## config.mk

```make
export PLATFORM = sky130hd
export DESIGN_NAME = instruction_fetch_unit_flat
export DESIGN_NICKNAME = d
export VERILOG_FILES = /design/src/rtl/instruction_fetch_unit_pkg.sv /design/src/rtl/instruction_fetch_unit_if.sv /design/src/rtl/instruction_fetch_unit_program_memory.sv /design/src/rtl/instruction_fetch_unit.sv /design/src/flat_wrapper.sv
export SDC_FILE = /design/constraint.sdc
export NUM_CORES = 2
export LEC_CHECK = 0
export ABC_AREA = 1
export CAP_MARGIN = 20
export CORE_MARGIN = 8
export CORE_UTILIZATION = 50
export DETAILED_ROUTE_END_ITERATION = 7
export PLACE_DENSITY = 0.7
export SKIP_LAST_GASP = 1
export SLEW_MARGIN = 20
export SYNTH_ARGS = -nofsm -noshare
export SYNTH_HDL_FRONTEND = slang
export SYNTH_HIERARCHICAL = 1
export SYNTH_SLANG_ARGS = --single-unit
```

## constraint.sdc

```tcl
create_clock -name i_clk -period 14.04 [get_ports i_clk]
set_clock_uncertainty 0.2 [all_clocks]
set_input_delay 2.808 -clock i_clk [delete_from_list [all_inputs] [get_ports i_clk]]
set_output_delay 2.808 -clock i_clk [all_outputs]
set_load 0.02 [all_outputs]
```

## src/rtl/instruction_fetch_unit_pkg.sv

```systemverilog
// Shared types and constants for the instruction fetch unit and its decoder-facing bus.
`ifndef ID_IN_MSB
`define ID_IN_MSB 14
`endif

package instruction_fetch_unit_pkg;

  localparam int ID_IN_MSB = `ID_IN_MSB;
  localparam int INS_W_DEF = ID_IN_MSB + 1;
  localparam int OPC_W     = 5;

  // Unused slot in the REST opcode section, repurposed as end-of-program marker
  localparam logic [OPC_W-1:0] OPCODE_HLT = 5'b11111;

  typedef enum logic [2:0] {
    IDLE,
    LOAD_HI,
    LOAD_LO,
    FETCH,
    RUN,
    HALT
  } fetch_state_t;

  function automatic logic [OPC_W-1:0] opcodeOf(input logic [INS_W_DEF-1:0] ins);
    return ins[INS_W_DEF-1 -: OPC_W];
  endfunction

endpackage

```

## src/rtl/instruction_fetch_unit_if.sv

```systemverilog
// Loader stream plus decoder-side instruction bus of the fetch unit.
interface instruction_fetch_unit_if #(
  parameter int INS_W = 15,
  parameter int PC_W  = 8
);

  logic             load_en;
  logic             ld_valid;
  logic [7:0]       ld_data;
  logic             ld_ready;
  logic             load_done;
  logic             run;
  logic [INS_W-1:0] Ins;
  logic             Ins_valid;
  logic [PC_W-1:0]  PC;
  logic             halted;

  modport master (
    input  load_en, ld_valid, ld_data, run,
    output ld_ready, load_done, Ins, Ins_valid, PC, halted
  );

  modport slave (
    output load_en, ld_valid, ld_data, run,
    input  ld_ready, load_done, Ins, Ins_valid, PC, halted
  );

endinterface

```

## src/rtl/instruction_fetch_unit_program_memory.sv

```systemverilog
// Program store: one write port and one synchronous read port (1-cycle latency).
module program_memory #(
  parameter int INS_W    = 15,
  parameter int PM_DEPTH = 256,
  parameter int PC_W     = $clog2(PM_DEPTH)
) (
  input  logic             i_clk,
  input  logic             i_we,
  input  logic [PC_W-1:0]  i_waddr,
  input  logic [INS_W-1:0] i_wdata,
  input  logic             i_re,
  input  logic [PC_W-1:0]  i_raddr,
  output logic [INS_W-1:0] o_rdata
);

  logic [INS_W-1:0] r_mem [PM_DEPTH];
  logic [INS_W-1:0] r_rdata;

  // Contents survive reset on purpose, so no reset branch here
  always_ff @(posedge i_clk) begin
    if (i_we) begin
      r_mem[i_waddr] <= i_wdata;
    end
    if (i_re) begin
      r_rdata <= r_mem[i_raddr];
    end
  end

  assign o_rdata = r_rdata;

endmodule

```

## src/rtl/instruction_fetch_unit.sv

```systemverilog
// Instruction fetch unit: loads a program from a byte stream, then feeds the
// decoder one instruction word per cycle until HLT or end of program.
module instruction_fetch_unit
  import instruction_fetch_unit_pkg::*;
#(
  parameter int INS_W    = INS_W_DEF,
  parameter int PM_DEPTH = 256,
  parameter int PC_W     = $clog2(PM_DEPTH)
) (
  input logic                     i_clk,
  input logic                     i_rst_n,
  instruction_fetch_unit_if.master io_bus
);

  // One extra bit so counters can hold PM_DEPTH itself
  localparam int              CNT_W   = PC_W + 1;
  localparam logic [CNT_W-1:0] DEPTH_C = CNT_W'(PM_DEPTH);

  fetch_state_t     r_state, w_stateNext;
  logic [CNT_W-1:0] r_pc, w_pcNext;
  logic [CNT_W-1:0] r_wrPtr, w_wrPtrNext;
  logic [CNT_W-1:0] r_progLen, w_progLenNext;
  logic [6:0]       r_hiByte, w_hiByteNext;
  logic [INS_W-1:0] r_ins, w_insNext;
  logic             r_insValid, w_insValidNext;
  logic             r_loadDone, w_loadDoneNext;
  logic             r_ldBlock, w_ldBlockNext;

  logic             w_ldReady;
  logic             w_hs;
  logic             w_atEnd;
  logic             w_isHlt;
  logic             w_lastWrite;
  logic             w_loadStart;
  logic [CNT_W-1:0] w_pcInc;
  logic             w_memWe;
  logic             w_memRe;
  logic [PC_W-1:0]  w_memRaddr;
  logic [INS_W-1:0] w_memWdata;
  logic [INS_W-1:0] w_memRdata;

  program_memory #(
    .INS_W    (INS_W),
    .PM_DEPTH (PM_DEPTH),
    .PC_W     (PC_W)
  ) u_mem (
    .i_clk   (i_clk),
    .i_we    (w_memWe && i_rst_n),
    .i_waddr (r_wrPtr[PC_W-1:0]),
    .i_wdata (w_memWdata),
    .i_re    (w_memRe),
    .i_raddr (w_memRaddr),
    .o_rdata (w_memRdata)
  );

  assign w_ldReady   = ((r_state == LOAD_HI) || (r_state == LOAD_LO)) && io_bus.load_en;
  assign w_hs        = io_bus.ld_valid && w_ldReady;
  assign w_atEnd     = (r_pc >= r_progLen);
  assign w_isHlt     = (opcodeOf(w_memRdata) == OPCODE_HLT);
  assign w_lastWrite = (r_wrPtr == DEPTH_C - 1'b1);
  assign w_pcInc     = r_pc + 1'b1;
  assign w_memWdata  = {r_hiByte, io_bus.ld_data};
  // A full load blocks re-entry until load_en is released, so surplus bytes are refused
  assign w_loadStart = io_bus.load_en && !r_ldBlock;

  always_ff @(posedge i_clk) begin
    if (!i_rst_n) begin
      r_state    <= IDLE;
      r_pc       <= '0;
      r_wrPtr    <= '0;
      r_progLen  <= '0;
      r_hiByte   <= '0;
      r_ins      <= '0;
      r_insValid <= 1'b0;
      r_loadDone <= 1'b0;
      r_ldBlock  <= 1'b0;
    end else begin
      r_state    <= w_stateNext;
      r_pc       <= w_pcNext;
      r_wrPtr    <= w_wrPtrNext;
      r_progLen  <= w_progLenNext;
      r_hiByte   <= w_hiByteNext;
      r_ins      <= w_insNext;
      r_insValid <= w_insValidNext;
      r_loadDone <= w_loadDoneNext;
      r_ldBlock  <= w_ldBlockNext;
    end
  end

  always_comb begin
    w_stateNext = r_state;
    unique case (r_state)
      IDLE: begin
        if (w_loadStart)     w_stateNext = LOAD_HI;
        else if (io_bus.run) w_stateNext = FETCH;
      end
      LOAD_HI: begin
        if (!io_bus.load_en) w_stateNext = IDLE;
        else if (w_hs)       w_stateNext = LOAD_LO;
      end
      LOAD_LO: begin
        if (!io_bus.load_en) w_stateNext = IDLE;
        else if (w_hs)       w_stateNext = w_lastWrite ? IDLE : LOAD_HI;
      end
      FETCH: begin
        w_stateNext = w_atEnd ? HALT : RUN;
      end
      RUN: begin
        if (w_atEnd)          w_stateNext = HALT;
        else if (!io_bus.run) w_stateNext = IDLE;
        else if (w_isHlt)     w_stateNext = HALT;
      end
      HALT: begin
        if (w_loadStart)      w_stateNext = LOAD_HI;
        else if (!io_bus.run) w_stateNext = IDLE;
      end
      default: w_stateNext = IDLE;
    endcase
  end

  always_comb begin
    w_pcNext       = r_pc;
    w_wrPtrNext    = r_wrPtr;
    w_progLenNext  = r_progLen;
    w_hiByteNext   = r_hiByte;
    w_insNext      = r_ins;
    w_insValidNext = 1'b0;
    w_loadDoneNext = 1'b0;
    w_ldBlockNext  = r_ldBlock && io_bus.load_en;
    w_memWe        = 1'b0;
    w_memRe        = (r_state == FETCH) || (r_state == RUN);
    w_memRaddr     = r_pc[PC_W-1:0];
    unique case (r_state)
      IDLE: begin
        if (w_loadStart) w_wrPtrNext = '0;
      end
      LOAD_HI: begin
        if (!io_bus.load_en) begin
          w_progLenNext  = r_wrPtr;
          w_pcNext       = '0;
          w_loadDoneNext = 1'b1;
        end else if (w_hs) begin
          w_hiByteNext = io_bus.ld_data[6:0];
        end
      end
      LOAD_LO: begin
        // Dropping load_en here discards the pending hi byte
        if (!io_bus.load_en) begin
          w_progLenNext  = r_wrPtr;
          w_pcNext       = '0;
          w_loadDoneNext = 1'b1;
        end else if (w_hs) begin
          w_memWe     = 1'b1;
          w_wrPtrNext = r_wrPtr + 1'b1;
          if (w_lastWrite) begin
            w_progLenNext  = DEPTH_C;
            w_pcNext       = '0;
            w_loadDoneNext = 1'b1;
            w_ldBlockNext  = 1'b1;
          end
        end
      end
      RUN: begin
        // Read data always corresponds to mem[PC]; prefetch PC+1 only when PC advances
        if (!w_atEnd && io_bus.run && !w_isHlt) begin
          w_insNext      = w_memRdata;
          w_insValidNext = 1'b1;
          w_pcNext       = w_pcInc;
          w_memRaddr     = w_pcInc[PC_W-1:0];
        end
      end
      HALT: begin
        if (w_loadStart)      w_wrPtrNext = '0;
        else if (!io_bus.run) w_pcNext    = '0;
      end
      default: ;
    endcase
  end

  always_comb begin
    io_bus.ld_ready  = w_ldReady;
    io_bus.load_done = r_loadDone;
    io_bus.Ins       = r_ins;
    io_bus.Ins_valid = r_insValid;
    io_bus.PC        = r_pc[PC_W-1:0];
    io_bus.halted    = (r_state == HALT);
  end

endmodule
```

## src/flat_wrapper.sv

```systemverilog
// flat-port wrapper written by rule: the top's interface ports become plain ports
module instruction_fetch_unit_flat import instruction_fetch_unit_pkg::*;
#(
  parameter int INS_W    = INS_W_DEF,
  parameter int PM_DEPTH = 256,
  parameter int PC_W     = $clog2(PM_DEPTH)
)
  (i_clk, i_rst_n, io_bus_load_en, io_bus_ld_valid, io_bus_ld_data, io_bus_run, io_bus_ld_ready, io_bus_load_done, io_bus_Ins, io_bus_Ins_valid, io_bus_PC, io_bus_halted);
  instruction_fetch_unit_if #(.INS_W(INS_W), .PC_W(PC_W)) io_bus_i ();
  input logic i_clk;
  input logic i_rst_n;
  input wire logic [$bits(io_bus_i.load_en)-1:0] io_bus_load_en;
  input wire logic [$bits(io_bus_i.ld_valid)-1:0] io_bus_ld_valid;
  input wire logic [$bits(io_bus_i.ld_data)-1:0] io_bus_ld_data;
  input wire logic [$bits(io_bus_i.run)-1:0] io_bus_run;
  output wire logic [$bits(io_bus_i.ld_ready)-1:0] io_bus_ld_ready;
  output wire logic [$bits(io_bus_i.load_done)-1:0] io_bus_load_done;
  output wire logic [$bits(io_bus_i.Ins)-1:0] io_bus_Ins;
  output wire logic [$bits(io_bus_i.Ins_valid)-1:0] io_bus_Ins_valid;
  output wire logic [$bits(io_bus_i.PC)-1:0] io_bus_PC;
  output wire logic [$bits(io_bus_i.halted)-1:0] io_bus_halted;
  assign io_bus_i.load_en = io_bus_load_en;
  assign io_bus_i.ld_valid = io_bus_ld_valid;
  assign io_bus_i.ld_data = io_bus_ld_data;
  assign io_bus_i.run = io_bus_run;
  assign io_bus_ld_ready = io_bus_i.ld_ready;
  assign io_bus_load_done = io_bus_i.load_done;
  assign io_bus_Ins = io_bus_i.Ins;
  assign io_bus_Ins_valid = io_bus_i.Ins_valid;
  assign io_bus_PC = io_bus_i.PC;
  assign io_bus_halted = io_bus_i.halted;
  instruction_fetch_unit #(.INS_W(INS_W), .PM_DEPTH(PM_DEPTH), .PC_W(PC_W)) u_core (.i_clk(i_clk), .i_rst_n(i_rst_n), .io_bus(io_bus_i));
endmodule
```

==> flow_metrics.tcl <==
set metrics [dict create \
    status "finished clean" \
    rows 207 \
    cts_resized 0 \
    synth_compound_area_frac 0.002855 \
    cts_setup_buffers 0 \
    cp_cell_sequence "clkdlybuf4s50_1, nand4_1, nor2_4, nand2_1, nand2_4, buf_4, buf_12, buf_4, nand2_1, nand3_1, nand3_1, nand3_1, nand3_1, nand3_1, nand3_1, nand2_1, nand2_1, nand2_1" \
    power.density_nw_per_um2 151.5 \
    synth_top_flop_cell "edfxtp_1" \
    fin_crit_sh 0.6011 \
    rsz0062_at_grt "false" \
    fp.dieH_um 579.3 \
    end_kind "flop" \
    drive_above_1_share 0.07687 \
    cts_num_sinks 3910 \
    hold_path.class "reg2reg" \
    synth_mux_area_frac 0 \
    synthCells 13200 \
    async_reset_ff_frac 0 \
    syn_avg_cell_area_um2 12.02 \
    final_net_count 13100 \
    wl_um 438100 \
    start_util 0.5008 \
    numPortBuffers 39 \
    fin_crit_ns 8.439 \
    antenna_found_initial 13 \
    layout_common_cells "3997 x nand2_1, 3855 x edfxtp_1, 3792 x nand3_1, 390 x clkbuf_16, 319 x buf_4" \
    ys_types 43 \
    slew_violations 0 \
    crit_type "in2reg" \
    drc_errors 0 \
    die-area_um2 335600 \
    crit_slowest_cell "buf_4" \
    synth_edf_count 3855 \
    core_area_um2 316800 \
    htreeDepth 5 \
    grt_use_total 0.2523 \
    cts_tree "built" \
    arrival_ns 9.00 \
    worstPathRequired_ns 14.60 \
    hold_viol 0 \
    pre_cts_ws_ns 4.907 \
    io_pins 40 \
    ctsHoldBuffers 0 \
    synth.area.top_cells "edfxtp_1 73%, nand3_1 12%, nand2_1 9.5%" \
    hold-worst-slack_ns 0.2849 \
    tns_ns 0 \
    syn_to_final_growth_pct 10.11 \
    wl_per_cell_um 24.94 \
    synth-seq-area-share 0.7366 \
    grt_pass1_wl_um 639200 \
    clk_path_buf_depth 4 \
    num_vias 105200 \
    ys_seq_elements 3910 \
    synth_top_area_share 0.7297 \
    worstMarginPinSlew_ns 1.208 \
    yosysWarnings 6 \
    yosysTopAreaCell "edfxtp_1" \
    syn_nets 13230 \
    first_pass_iters 8 \
    dr.first_iter.drc_count 14830 \
    synth-xor-area-share 0.0001104 \
    setup_violations 0 \
    vias_per_cell 5.991 \
    slew_headroom 0.1944 \
    syn_area_um2 158600 \
    clk_latency_ns 0.90 \
    cts_buffers 387 \
    fmax_mhz 118.5 \
    synth_simple_gate_area_frac 0.2250 \
    synth_fa_ha_area_frac 0.0009464 \
    die-width_um 579.3 \
    grt_max_degree 196 \
    peakVddDrop_mv 0.1952 \
    grt_pass1_vias 97620 \
    crit_top_cell "nand3_1" \
    final_common_cell "nand2_1" \
    slowest_delay_ns 0.77 \
    antenna_left 0 \
    p_total_w 0.02647 \
    fill_cells 25170 \
    synth_top_family_by_area "simple AND/OR/NAND/NOR gates" \
    overflow 0 \
    drv_cap 0 \
    crit_fanout 145 \
    critPathLaunchType "input port" \
    cts_root_buffer "clkbuf_16" \
    gp_congestion 0.8549 \
    fin_ws_ns 5.601 \
    leakage_nw 60.90 \
    dp_hpwl_um 234100 \
    clkTransAtPathRegs_ns 0.06 \
]
## Yosys cell counts, types with 2 or more instances
library cell and instances:
nor2_1 357, o21ai_1 34, nor3_1 8, edfxtp_1 3855, clkinv_1 3, buf_2 438
o21ai_0 22, xor2_1 2, nand3b_2 2, inv_2 9, inv_4 2, o21ai_2 5
nand3_1 3793, nor2_4 4, nand2_2 6, nand3_2 3, clkbuf_1 161, a21oi_1 16
buf_6 46, inv_1 76, a21oi_2 4, ha_1 12, buf_12 2, buf_1 40
nor2_2 2, nor4_1 2, buf_4 210, nand2_1 4016, buf_8 2, dfxtp_1 55
## per-layer routing
metal | track usage | wire length (µm) | vias up
met1 | 0.3492 | 167000 | 51250
met2 | 0.3924 | 201000 | 6315
met4 | 0.1205 | 22940 | 4
met5 | 0 | 57 | -
met3 | 0.04214 | 47080 | 988
li1 | - | - | 46680
## cell type report
cell class                 instances  area (µm²)  share of cell area
sequential                      3910      116900              0.6691
multi-input combinational       8300       36640              0.2097
inverter                          90       397.9            0.002278
tap                             4180        5230             0.02994
antenna                           11       27.53           0.0001576
clock buffer                     463       10050             0.05755
clock inverter                   229        2155             0.01233
timing repair buffer             382        3297             0.01887
## registers in the layout (all words and copies together), names as in the netlist
| signal | flops |
|---|---|
| u_core/io_bus.Ins | 15 |
| u_core/io_bus.Ins_valid | 1 |
| u_core/io_bus.load_done | 1 |
| u_core/r_hiByte | 7 |
| u_core/r_ldBlock | 1 |
| u_core/r_pc | 9 |
| u_core/r_progLen | 9 |
| u_core/r_state | 3 |
| u_core/r_wrPtr | 9 |
| u_core/u_mem/o_rdata | 15 |
| u_core/u_mem/r_mem | 3840 |
## final timing paths
path	start	end	slack [ns]	cells after the start
max	io_bus_run	u_core/u_mem/o_rdata[8]	5.60	18
min reg2reg	u_core/r_progLen[8]	u_core/r_progLen[8]	0.28	2
max reg2reg	u_core/r_pc[4]	u_core/u_mem/o_rdata[8]	6.94	23
min	u_core/r_progLen[8]	u_core/r_progLen[8]	0.28	2
## stage by stage
| stage | instance area [µm²] | std cells | utilization |
|---|---|---|---|
| finish | 174700 | 17570 | 0.5515 |
| global placement | 162400 | 16860 | 0.5127 |
| floorplan | 158600 | 13200 | - |
| global route | 174700 | 17560 | 0.5514 |
| CTS | 174600 | 17550 | 0.5513 |
| detailed placement | 162400 | 16860 | 0.5128 |
## worst max-delay path, delay by kind of cell
| family | cells | cell delay, ns |
|---|---|---|
| buf+inv | 4 | 2.52 |
| simple gates | 14 | 3.41 |
## report_power, final
part | switching, W | leakage (nW) | internal [W]
clock network | 0.00436 | 5.97 | 0.00572
logic | 0.00251 | 18.4 | 0.000789
registers | 0.000108 | 36.6 | 0.0130
total | 0.00698 | 60.9 | 0.0195
## kinds of logic (layout without fill, tap and decap cells)
| kind of cell | count (synthesis) | in the layout |
|---|---|---|
| buffers and inverters | 990 | 1164 |
| AO/OA/AOI/OAI | 83 | 83 |
| adder cells (fa/ha/maj) | 12 | 12 |
| flip-flops | 3910 | 3910 |
| XOR/XNOR | 2 | 2 |
| other | 0 | 11 |
| AND/OR/NAND/NOR | 8203 | 8203 |
Power figures use the tool's default switching activity.
